File: src/rtl/restoring_divider_8x4.sv
// restoring_divider_8x4
// Sequential unsigned divider: 8-bit dividend / 4-bit divisor. Each clock
// performs one restoring iteration. The result appears 8 edges after the
// accept edge, or 1 edge after it when the divisor is zero.
// Ports:
//   clk, rst               clock, asynchronous active-high reset
//   in_valid / in_ready    operand handshake (in_ready high only in IDLE)
//   dividend, divisor      operands, sampled on the accept edge
//   out_valid / out_ready  result handshake (out_valid high only in DONE)
//   quotient, remainder    registered result
//   div_by_zero            registered flag: last result had divisor == 0
module restoring_divider_8x4 (
  input  logic       clk,
  input  logic       rst,
  input  logic       in_valid,
  output logic       in_ready,
  input  logic [7:0] dividend,
  input  logic [3:0] divisor,
  output logic       out_valid,
  input  logic       out_ready,
  output logic [7:0] quotient,
  output logic [3:0] remainder,
  output logic       div_by_zero
);

  typedef enum logic [1:0] {
    IDLE = 2'd0,
    RUN  = 2'd1,
    DONE = 2'd2
  } state_t;

  state_t     state_q, state_d;
  logic [2:0] cnt_q, cnt_d;
  logic [4:0] pr_q, pr_d;
  logic [7:0] dvd_q, dvd_d;     // dividend shift register, MSB consumed first
  logic [3:0] dvs_q, dvs_d;
  logic [7:0] wq_q, wq_d;       // working quotient
  logic [7:0] quotient_q, quotient_d;
  logic [3:0] remainder_q, remainder_d;
  logic       dbz_q, dbz_d;

  logic [4:0] t;
  logic [4:0] pr_next;
  logic       qbit;

  // One restoring step on the current work registers.
  always_comb begin
    t = {pr_q[3:0], dvd_q[7]};
    if (t >= {1'b0, dvs_q}) begin
      pr_next = t - {1'b0, dvs_q};
      qbit    = 1'b1;
    end else begin
      pr_next = t;
      qbit    = 1'b0;
    end
  end

  always_comb begin
    state_d     = state_q;
    cnt_d       = cnt_q;
    pr_d        = pr_q;
    dvd_d       = dvd_q;
    dvs_d       = dvs_q;
    wq_d        = wq_q;
    quotient_d  = quotient_q;
    remainder_d = remainder_q;
    dbz_d       = dbz_q;

    unique case (state_q)
      IDLE: begin
        if (in_valid) begin
          dvd_d = dividend;
          dvs_d = divisor;
          cnt_d = '0;
          pr_d  = '0;
          wq_d  = '0;
          if (divisor == 4'd0) begin
            quotient_d  = 8'hFF;
            remainder_d = dividend[3:0];
            dbz_d       = 1'b1;
            state_d     = DONE;
          end else begin
            state_d = RUN;
          end
        end
      end
      RUN: begin
        pr_d  = pr_next;
        dvd_d = {dvd_q[6:0], 1'b0};
        wq_d  = {wq_q[6:0], qbit};
        cnt_d = cnt_q + 3'd1;
        if (cnt_q == 3'd7) begin
          quotient_d  = {wq_q[6:0], qbit};
          remainder_d = pr_next[3:0];
          dbz_d       = 1'b0;
          state_d     = DONE;
        end
      end
      DONE: begin
        if (out_ready) state_d = IDLE;
      end
      default: state_d = IDLE;
    endcase
  end

  always_ff @(posedge clk or posedge rst) begin
    if (rst) begin
      state_q     <= IDLE;
      cnt_q       <= '0;
      pr_q        <= '0;
      dvd_q       <= '0;
      dvs_q       <= '0;
      wq_q        <= '0;
      quotient_q  <= '0;
      remainder_q <= '0;
      dbz_q       <= 1'b0;
    end else begin
      state_q     <= state_d;
      cnt_q       <= cnt_d;
      pr_q        <= pr_d;
      dvd_q       <= dvd_d;
      dvs_q       <= dvs_d;
      wq_q        <= wq_d;
      quotient_q  <= quotient_d;
      remainder_q <= remainder_d;
      dbz_q       <= dbz_d;
    end
  end

  assign in_ready    = (state_q == IDLE);
  assign out_valid   = (state_q == DONE);
  assign quotient    = quotient_q;
  assign remainder   = remainder_q;
  assign div_by_zero = dbz_q;

endmodule

File: config.mk
export PLATFORM = sky130hd
export DESIGN_NAME = restoring_divider_8x4
export DESIGN_NICKNAME = d
export VERILOG_FILES = /design/src/rtl/restoring_divider_8x4.sv
export SDC_FILE = /design/constraint.sdc
export NUM_CORES = 1
export LEC_CHECK = 0
export CAP_MARGIN = 20
export CORE_MARGIN = 3
export CORE_UTILIZATION = 53
export CTS_CLUSTER_DIAMETER = 80
export DETAILED_ROUTE_END_ITERATION = 8
export PLACE_DENSITY = 0.87
export SLEW_MARGIN = 20
export SYNTH_ARGS = -nofsm -noshare
export SYNTH_HDL_FRONTEND = slang
export SYNTH_SLANG_ARGS = --single-unit
File: constraint.sdc
create_clock -name clk -period 2 [get_ports clk]
set_input_delay 0.4 -clock clk [delete_from_list [all_inputs] [get_ports clk]]
set_output_delay 0.4 -clock clk [all_outputs]
set_load 0.01 [all_outputs]
## After elaboration in Yosys (flattened, before gate mapping)

Index checks and enable logic that the tools add are counted.

- Flip-flop bits (word level): 41
- Output and inout bits: 15

- Equal/unequal tests: 7
- Mux-type cells: 27
- Reduce and logical (&&, ||, !) cells: 7
- Add/subtract/negate cells: 2
- $lt $le $gt $ge: 1

Operators with widths:

| kind | number |
|---|---|
| 2-to-1 mux 8 bit | 4 |
| one-hot mux 8 bit (2 select lines) | 2 |
| 2-to-1 mux 4 bit | 5 |
| one-hot mux 4 bit (2 select lines) | 2 |
| one-hot mux 7 bit (2 select lines) | 1 |
| 2-to-1 mux 2 bit | 4 |
| 2-to-1 mux 7 bit | 1 |
| one-hot mux 2 bit (3 select lines) | 1 |
| one-hot mux 3 bit (2 select lines) | 1 |
| >= comparator 5 x 4 -> 1 bit | 1 |
| logical NOT 4 bit | 1 |
| 2-to-1 mux 1 bit | 4 |
| != test 2 x 1 -> 1 bit, second input constant | 2 |
| != test 2 bit, second input constant | 2 |
| AND reduction 2 bit | 2 |
| AND reduction 4 bit | 1 |
| subtractor 4 bit | 1 |
| adder 3 x 1 -> 3 bit, second input constant | 1 |
| == test 3 bit, second input constant | 1 |
| 2-to-1 mux 3 bit | 1 |
| AND reduction 3 bit | 1 |
| == test 2 x 1 -> 1 bit, second input constant | 1 |
| == test 2 bit, second input constant | 1 |
| logical NOT 2 bit | 1 |
| 2 further kinds | 2 |

## Depth between registers and ports, before layout

Gate-level depths: netlist of the first run.

- Depth after elaboration: 4
- Depth in mapped cells: 7

## Worst setup path after synthesis of the first run

Ideal clock, no wire load.

- Path kind: register -> register
- Start: register pr_q[0]
- End: register remainder_q[1] (netlist: remainder[1])
- Stages on the path, launching flop included: 6
- Arrival: 1.640 ns
- Clock period less this slack: 1.782 ns
- Slack: 0.218 ns
- Path through: dfrtp_1 > ha_1 > or4_4 > a21oi_4 > or3_1 > a41oi_2

- Word-level cells in the longest chain between the ends: 4

RTL lines:

| element | RTL line | text |
|---|---|---|
| start: declaration | 34 | `logic [4:0] pr_q, pr_d;` |
| start signal: assignment | 120 | `pr_q <= pr_d;` |
| subtractor 4 bit / >= comparator 5 x 4 -> 1 bit (equally long branches) | 50, 49 |  |
| 2-to-1 mux 4 bit (*) | 49 | `if (t >= {1'b0, dvs_q}) begin` |
| 2-to-1 mux 4 bit (*) | 92 | `if (cnt_q == 3'd7) begin` |
| one-hot mux 4 bit (2 select lines) (*) | 69 | `unique case (state_q)` |
| end signal: assignment | 125 | `remainder_q <= remainder_d;` |
| end: declaration | 39 | `logic [3:0] remainder_q, remainder_d;` |

Mark *: on every way between the ends. The rest lies on a longest branch, timed or not. The select of a mux whose other input is x is not followed.
A chain may end at the register's enable or synchronous reset.

## Worst setup path after layout of the first run

- Start: register state_q[1]
- End: output port out_valid

- Word-level cells in the longest chain between the ends: 1

RTL lines:

| element | RTL line | text |
|---|---|---|
| start: declaration | 32 | `state_t state_q, state_d;` |
| start signal: assignment | 118 | `state_q <= state_d;` |
| == test 2 bit | 131 | `assign out_valid = (state_q == DONE);` |
| end: declaration | 19 | `output logic out_valid,` |

Every way passes these cells.

==> results.json, run 1 <==
{
  "grt_use_met3_pct": 6.24,
  "netSwitchingPower_uw": 1740,
  "r2r_slack_ns": 0.1,
  "die_y_um": 68.5,
  "synthArstFlopShare_pct": 100,
  "vias": 1644,
  "hold_path_class": "reg -> reg",
  "hpwl_mm": 3.21,
  "cts_buffer_depth": 2,
  "end_kind": "primary output",
  "relSlewSlack_pct": 66.4,
  "crit_type": "reg -> out",
  "drt-wirelength-per-cell_um": 15.3,
  "holdPathEnd": "dvd_q[1]",
  "startpoint": "state_q[1]",
  "p_seq_share_pct": 33.6,
  "drv_slew": 0,
  "clkTransAtPathRegs_ns": 0.08,
  "rsz0062_at_grt": "no",
  "drc": 0,
  "synthCells": 201,
  "syn-cell-area_um2": 2070,
  "p_leak_uw": 0.00109,
  "yosys-top-cells-area": "dfrtp_1, nand2_1, o21ai_0, ha_1, o22a_1",
  "hold_depth": 2,
  "io_pins": 31,
  "clock_latency_ns": 0.30,
  "busiest_layer": "met2",
  "fin_total_pwr_uw": 4370,
  "power_density_nw_per_um2": 1700,
  "synth_cell_types": 43,
  "period_needed_ns": 1.90,
  "synth_edf_count": 0,
  "pwr-share-clk_pct": 13.2,
  "switching_share_pct": 40.0,
  "yosys-top-cells-count": "dfrtp_1, nand2_1, o21ai_0",
  "holdCritStartpoint": "dvd_q[1]",
  "fp.dieW_um": 68.5,
  "first_iter_violations": 123,
  "totalWireLength_mm": 4.44,
  "drive_gt1_share_pct": 16.1,
  "die_area_um2": 4690,
  "fmax_mhz": 525,
  "initial_core_util_pct": 55.6,
  "p_comb_share_pct": 53.2,
  "met1_usage_pct": 31.2,
  "r2r_end": "remainder[1]",
  "antenna_cells": 0,
  "area_growth_syn_to_layout_pct": 24.0,
  "nFillCells": 287,
  "grt_usage_pct": 21.8,
  "antenna_found_initial": 0,
  "stdcell_count": 290,
  "rows": 22,
  "hold_violations": 0,
  "hold_slack_ns": 0.483,
  "rr_startpoint": "pr_q[0]",
  "status": "complete, no violations",
  "antenna_left": 0,
  "worst_pin_slew_ns": 0.504,
  "first_pass_iters": 4,
  "yosysWarnings": 0,
  "grt_max_degree": 42,
  "skew_ns": 0.00920,
  "numCtsBuffers": 5,
  "synth_area_leader_cell": "dfrtp_1",
  "setup_violations": 0,
  "critPathArrivalTime_ns": 1.50,
  "htreeDepth": 2,
  "synth-main-ff-cell": "dfrtp_1",
  "cp_max_fo": 9,
  "gr-usage-met2_pct": 31.2,
  "p_int_uw": 2620,
  "postSynthAreaPerCell_um2": 10.3,
  "grt-ovfl-total": 0,
  "maxCapViolCount": 0,
  "yosysMostFrequentCell": "dfrtp_1",
  "grt_pass1_wl_mm": 7.54,
  "root_buffer": "clkbuf_8",
  "required_ns": 1.60,
  "ys_seq_area_share_pct": 49.6,
  "finish.utilization_pct": 69.0,
  "place_inst": 281,
  "grt_pass1_vias": 1567,
  "postCtsHoldBufs": 0,
  "place.gp.congestion": 0.807,
  "fin_nets": 264,
  "numPortBuffers": 30,
  "ir_drop_uv": 922,
  "vias_per_cell": 5.67,
  "cts_tree": "done",
  "min_period_over_period_pct": 95.2,
  "core_um2": 3720,
  "r2r_cells": 5,
  "synth.top_cell.area_share_pct": 49.6,
  "synth_nets": 224,
  "startpoint_type": "flop",
  "synth-seq-cells": 41,
  "cts_sinks": 41
}
-- stage by stage --
step	area [um^2]	TNS (ns)	setup WS [ns]
3_3_place_gp	2460	0	0.0149
6_report	2560	0	0.0959
3_5_place_dp	2460	-0.214	-0.0583
5_1_grt	2560	0	0.00780
2_1_floorplan	2070	0	0.218
4_1_cts	2550	0	0.0203
-- power by group through the flow --
stage / clock (uW) / combinational (uW) / sequential (uW)
2_1_floorplan: 0 / 1590 / 1470
3_3_place_gp: 0 / 2180 / 1480
3_5_place_dp: 0 / 2260 / 1500
4_1_cts: 586 / 2280 / 1480
5_1_grt: 623 / 2570 / 1510
6_report: 577 / 2320 / 1470
-- routing by layer --
| layer | wire [um] | up-vias |
|---|---|---|
| li1 | - | 789 |
| met1 | 2040 | 804 |
| met4 | 55 | 0 |
| met2 | 2120 | 44 |
| met5 | 0 | - |
| met3 | 218 | 7 |
-- logic make-up (layout without fill, tap and decap cells) --
family	after synthesis	in the layout	share of synthesized area, %
fa+ha+maj	7	7	4.60
xor+xnor	1	1	0.424
simple gates	75	75	18.5
buf+inv	19	60	5.14
compound gates	53	53	19.1
flops	41	41	49.6
mux	5	5	2.54
-- cell usage in the layout, fill, tap and decap left out, types with 2 or more instances in the layout --
cell,count
nand3_1,5
clkbuf_8,6
a211oi_1,2
nor2_1,9
o22a_1,8
o21ai_0,20
buf_4,15
a32oi_1,2
a22oi_1,3
dfrtp_1,40
nand2_1,38
nand2b_1,4
mux2_2,2
clkdlybuf4s50_1,30
mux2i_1,3
o211ai_1,4
nor2b_1,2
ha_1,6
and2_1,2
a41oi_2,3
o21ai_1,2
a21oi_1,2
or4_4,4
inv_1,7
or2b_1,2
-- flip-flops by register name (all words and copies together) (netlist names) --
signal and cells:
dvd_q 8, quotient 8, wq_q 7, dvs_q 4, pr_q 4, remainder 4
cnt_q 3, state_q 2, div_by_zero 1
-- worst max path at each step --
stage	end	slack (ns)	cells after the start
2_1_floorplan	remainder[1]	0.22	5
3_3_place_gp	remainder[2]	0.01	5
3_5_place_dp	remainder[2]	-0.06	5
4_1_cts	out_valid	0.02	3
5_1_grt	out_valid	0.008	3
6_report	out_valid	0.1	3
-- layout make-up --
cell class | count | area (um^2) | area share (%)
sequential | 41 | 1030 | 40.1
clock buffer | 6 | 82.6 | 3.22
timing repair buffer | 45 | 413 | 16.1
multi-input combinational | 141 | 940 | 36.7
inverter | 7 | 26.3 | 1.03
tap | 48 | 60.1 | 2.34
clock inverter | 2 | 13.8 | 0.537
-- worst max-delay path, cell delays in order, from the launching register on --
cell,delay (ns)
dfrtp_1,0.52
nand2b_1,0.11
inv_1,0.06
clkdlybuf4s50_1,0.52
-- timing repair --
action / CTS / global route
endpoints found under the hold margin: 0 / 0
buffers inserted: 0 / 1
endpoints found under the setup margin: 1 / 1
cloned: 0 / 0
gates resized for setup: 1 / 0
Note: power is estimated with default switching activity, not from simulation.
==> run 2, diff against run 1 <==
--- a/config.mk
+++ b/config.mk
@@ -10,7 +10,9 @@
 export CORE_UTILIZATION = 53
 export CTS_CLUSTER_DIAMETER = 80
 export DETAILED_ROUTE_END_ITERATION = 8
+export GPL_ROUTABILITY_DRIVEN = 0
 export PLACE_DENSITY = 0.87
+export SKIP_LAST_GASP = 1
 export SLEW_MARGIN = 20
 export SYNTH_ARGS = -nofsm -noshare
 export SYNTH_HDL_FRONTEND = slang
==> constraint.sdc (replaced) <==
create_clock -name clk -period 2 [get_ports clk]
set_input_delay 0.5 -clock clk [delete_from_list [all_inputs] [get_ports clk]]
set_output_delay 0.5 -clock clk [all_outputs]
set_load 0.01 [all_outputs]
==> run 2 against run 1 <==
  * Non-clock buffer count rose by 8
  * Routed wire length rose by 7.6%
  * First-iteration DRC count fell by 3.3%
  * Clock-buffer cell count did not move
  * Critical path depth rose by 3
  * Worst hold slack improved by 0.0077 ns
  * Register-to-register slack got worse by 0.02 ns
  * Total power rose by 6.5%
  * Flip-flop and latch count did not move
  * Worst setup slack got worse by 0.021 ns
  * Die area did not move
  * Maximum frequency fell by 1.1%
  * Largest power group unchanged
==> results.json, run 2 (synthesis results as in run 1) <==
{
  "cp_max_fo": 8,
  "rsz0062_at_grt": "yes",
  "skew_ns": 0.00181,
  "cts_buffer_depth": 2,
  "fin_total_pwr_uw": 4650,
  "clkTransAtPathRegs_ns": 0.08,
  "first_iter_violations": 119,
  "antenna_left": 0,
  "p_int_uw": 2830,
  "first_pass_iters": 4,
  "htreeDepth": 2,
  "drive_gt1_share_pct": 19.2,
  "fin_nets": 272,
  "power_density_nw_per_um2": 1760,
  "root_buffer": "clkbuf_8",
  "min_period_over_period_pct": 96.2,
  "end_kind": "flop",
  "postCtsHoldBufs": 0,
  "p_leak_uw": 0.00114,
  "drt-wirelength-per-cell_um": 16.0,
  "worst_pin_slew_ns": 0.518,
  "place_ws_ns": -0.129,
  "cts_tree": "done",
  "rows": 22,
  "fmax_mhz": 520,
  "mostFrequentLayoutCells": "dfrtp_1, nand2_1, clkdlybuf4s50_1, buf_4, o21ai_0",
  "vias_per_cell": 5.65,
  "nFillCells": 266,
  "final_common_cell": "dfrtp_1",
  "dpl_cell_area_um2": 2510,
  "finish.utilization_pct": 71.3,
  "fp.dieW_um": 68.5,
  "grt_pass1_wl_mm": 7.78,
  "die_y_um": 68.5,
  "hold_path_class": "reg -> reg",
  "holdCritStartpoint": "dvd_q[4]",
  "vias": 1683,
  "grt_usage_pct": 22.8,
  "pwr-share-clk_pct": 15.1,
  "cts_sinks": 41,
  "p_seq_share_pct": 31.7,
  "r2r_slack_ns": 0.08,
  "numCtsBuffers": 5,
  "rr_startpoint": "pr_q[0]",
  "clock_latency_ns": 0.30,
  "hpwl_mm": 3.29,
  "grt-ovfl-total": 0,
  "r2r_end": "quotient[0]",
  "fin_ws_ns": 0.0751,
  "relSlewSlack_pct": 65.5,
  "antenna_found_initial": 0,
  "holdPathEnd": "dvd_q[5]",
  "startpoint_type": "flop",
  "setup_violations": 0,
  "drc": 0,
  "grt_pass1_vias": 1601,
  "totalWireLength_mm": 4.77,
  "numPortBuffers": 30,
  "hold_violations": 0,
  "drv_slew": 0,
  "hold_depth": 2,
  "core_um2": 3720,
  "hold_slack_ns": 0.490,
  "stdcell_area_um2": 2650,
  "area_growth_syn_to_layout_pct": 28.1,
  "switching_share_pct": 39.1,
  "maxCapViolCount": 0,
  "antenna_cells": 0,
  "r2r_cells": 6,
  "initial_core_util_pct": 55.6,
  "netSwitchingPower_uw": 1820,
  "grt_max_degree": 42,
  "die_area_um2": 4690,
  "status": "complete, no violations",
  "io_pins": 31,
  "critPathArrivalTime_ns": 2.11,
  "period_needed_ns": 1.92,
  "crit_type": "reg -> reg",
  "required_ns": 2.19,
  "ir_drop_uv": 960,
  "p_comb_share_pct": 53.2
}
-- run 2: cell types whose count changed in the layout (fill, tap and decap cells not counted), sizes merged --
cell | before | now
clkinv | 2 | 0
buf | 15 | 23
bufinv | 0 | 1
clkinvlp | 0 | 1
-- run 2: area by class of cell --
| type | instances | area [um^2] | area share, % |
|---|---|---|---|
| flip-flops and latches | 41 | 1030 | 38.8 |
| multi-input cells | 141 | 942 | 35.6 |
| repair buffers | 53 | 473 | 17.9 |
| clock buffers | 6 | 82.6 | 3.12 |
| well taps | 48 | 60.1 | 2.27 |
| clock inverters | 2 | 37.5 | 1.42 |
| inverters | 7 | 26.3 | 0.992 |
-- run 2: worst max path at each step --
stage | startpoint | end | slack, ns | cells past startpoint
after floorplan | pr_q[0] | remainder[1] | 0.22 | 5
after global placement | divisor[0] | remainder[3] | -0.12 | 7
after detailed placement | divisor[0] | remainder[2] | -0.13 | 5
after CTS | pr_q[1] | remainder[1] | 0.02 | 5
after global routing | dvs_q[1] | pr_q[3] | -0.02 | 7
final | pr_q[0] | quotient[0] | 0.08 | 6
-- run 2: what timing repair did --
item                                    4_1_cts  5_1_grt
resized for setup                             1        1
endpoints found under the setup margin        1        6
setup buffers                                 0        2
-- run 2: power groups by stage --
stage	Combinational [uW]	Clock [uW]	Sequential (uW)
CTS	2420	705	1470
floorplan	1590	0	1470
global route	2750	740	1520
finish	2470	701	1480
detailed placement	2370	0	1480
global placement	2250	0	1460
-- run 2: stage by stage --
| stage | std cells | setup TNS (ns) |
|---|---|---|
| after floorplan | 201 | 0 |
| after global placement | 288 | -0.479 |
| after detailed placement | 288 | -1.04 |
| after CTS | 296 | 0 |
| after global routing | 298 | -0.0409 |
| final | 298 | 0 |
-- run 2: worst max-delay path, cell delays in order (launching register included) --
cell	delay, ns
dfrtp_1	0.39
ha_1	0.24
or4_4	0.56
a21oi_4	0.23
buf_4	0.16
nor2_1	0.04
o22a_1	0.20
-- run 2: metal layers --
layer / vias up / share of wire, % / global-route usage, %
li1: 806 / - / -
met1: 818 / 43 / 30.2
met2: 52 / 50 / 36.8
met3: 7 / 5.8 / 5.58
met4: 0 / 1.5 / 6.45
met5: - / 0 / 0
==> run 3, diff against run 2 <==
==> constraint.sdc (replaced) <==
create_clock -name clk -period 2 [get_ports clk]
set_input_delay 0.2 -clock clk [delete_from_list [all_inputs] [get_ports clk]]
set_output_delay 0.2 -clock clk [all_outputs]
set_load 0.01 [all_outputs]
==> run 3 against run 2 <==
  * Worst hold slack worse by 0.17 ns
  * Clock skew is 0.0087 ns higher
  * Combinational power is 7% lower
  * Worst setup slack worse by 0.00080 ns
  * Global-route usage decreased by 1.8 points
  * Die area stayed put
  * First-iteration DRC count rose by 14%
  * Flip-flop and latch count did not move
  * Routed wire length is 8.6% lower
  * Register-to-register slack about the same
==> results.json, run 3 (synthesis results as in run 1) <==
{
  "place_inst": 274,
  "core_um2": 3720,
  "mostFrequentLayoutCells": "dfrtp_1, nand2_1, clkdlybuf4s50_1, o21ai_0, nor2_1",
  "tns_ns": 0,
  "worst_pin_slew_ns": 0.506,
  "period_needed_ns": 1.93,
  "vias": 1640,
  "crit_type": "reg -> reg",
  "end_kind": "flop",
  "rr_startpoint": "pr_q[0]",
  "maxCapViolCount": 0,
  "startpoint_type": "flop",
  "fp.dieW_um": 68.5,
  "initial_core_util_pct": 55.6,
  "grt_max_degree": 42,
  "nFillCells": 293,
  "first_pass_iters": 4,
  "cts_buffer_depth": 2,
  "grt_pass1_vias": 1574,
  "fmax_mhz": 519,
  "power_density_nw_per_um2": 1750,
  "drc": 0,
  "vias_per_cell": 5.80,
  "numCtsBuffers": 5,
  "drive_gt1_share_pct": 13.2,
  "p_leak_uw": 0.00107,
  "antenna_found_initial": 0,
  "skew_ns": 0.0105,
  "r2r_cells": 5,
  "relSlewSlack_pct": 66.3,
  "htreeDepth": 2,
  "hold_path_class": "in -> async",
  "finish.utilization_pct": 68.9,
  "numPortBuffers": 30,
  "fin_nets": 257,
  "final_common_cell": "dfrtp_1",
  "hold_violations": 0,
  "antenna_cells": 0,
  "startpoint": "pr_q[0]",
  "stdcell_count": 283,
  "hpwl_mm": 3.01,
  "min_period_over_period_pct": 96.3,
  "totalWireLength_mm": 4.36,
  "r2r_slack_ns": 0.07,
  "rows": 22,
  "grt-ovfl-total": 0,
  "root_buffer": "clkbuf_8",
  "io_pins": 31,
  "clkTransAtPathRegs_ns": 0.09,
  "critPathArrivalTime_ns": 2.09,
  "grt_usage_pct": 21.0,
  "rsz0062_at_grt": "no",
  "cts_setup_buffers": 0,
  "clock_latency_ns": 0.30,
  "first_iter_violations": 136,
  "status": "complete, no violations",
  "cts_sinks": 41,
  "cts_tree": "done",
  "antenna_left": 0,
  "die_y_um": 68.5,
  "setup_violations": 0,
  "grt_pass1_wl_mm": 7.35,
  "area_growth_syn_to_layout_pct": 23.8,
  "ir_drop_uv": 1000,
  "drv_slew": 0,
  "required_ns": 2.17,
  "drt-wirelength-per-cell_um": 15.4,
  "die_area_um2": 4690,
  "cp_max_fo": 4,
  "r2r_end": "remainder[2]"
}
==> run 3: through the flow <==
stage	total power, uW	worst slack [ns]	instance area [um^2]	hold slack, ns
after global placement	3640	0.142	2430	0.461
after detailed placement	3740	0.0574	2430	0.464
final	4490	0.0743	2560	0.321
after CTS	4460	0.0369	2550	0.334
after global routing	4850	0.0124	2560	0.375
after floorplan	3070	0.218	2070	0.308
==> run 3: area by class of cell <==
class	instances	area, um^2	area share (%)
clock inverters	2	37.5	1.47
well taps	48	60.1	2.35
flip-flops and latches	41	1030	40.1
inverters	7	26.3	1.03
repair buffers	37	378	14.8
clock buffers	6	82.6	3.23
multi-input cells	142	948	37.1
==> run 3: metal layers <==
metal / vias up / routed length, um / GRT usage (%)
li1: 776 / - / -
met1: 798 / 1980 / 29.0
met2: 61 / 2080 / 33.4
met3: 5 / 248 / 4.11
met4: 0 / 56 / 5.96
met5: - / 0 / 0
==> run 3: worst max path at each step <==
stage	endpoint	slack (ns)	depth (start not counted)
floorplan	remainder[1]	0.22	5
global placement	remainder[1]	0.14	5
detailed placement	remainder[1]	0.06	5
CTS	remainder[1]	0.04	5
global route	remainder[1]	0.01	5
finish	remainder[2]	0.07	5
==> run 3: report_power, final <==
| group | switching (uW) | leakage [uW] | internal [uW] |
|---|---|---|---|
| Sequential | 272 | 0.000499 | 1220 |
| Clock | 300 | 0.0000574 | 406 |
| Combinational | 1180 | 0.000510 | 1110 |
==> run 3: what timing repair did <==
item                       in CTS  in global routing
setup endpoints to repair       0                  9
gates resized for setup         0                  0
hold buffers                    0                  0
==> run 3: worst max-delay path: stages, from the launching register on <==
cell and delay [ns]:
dfrtp_1 0.43, ha_1 0.27, or4_4 0.58, a21oi_2 0.25, or4_4 0.19, a41oi_2 0.07
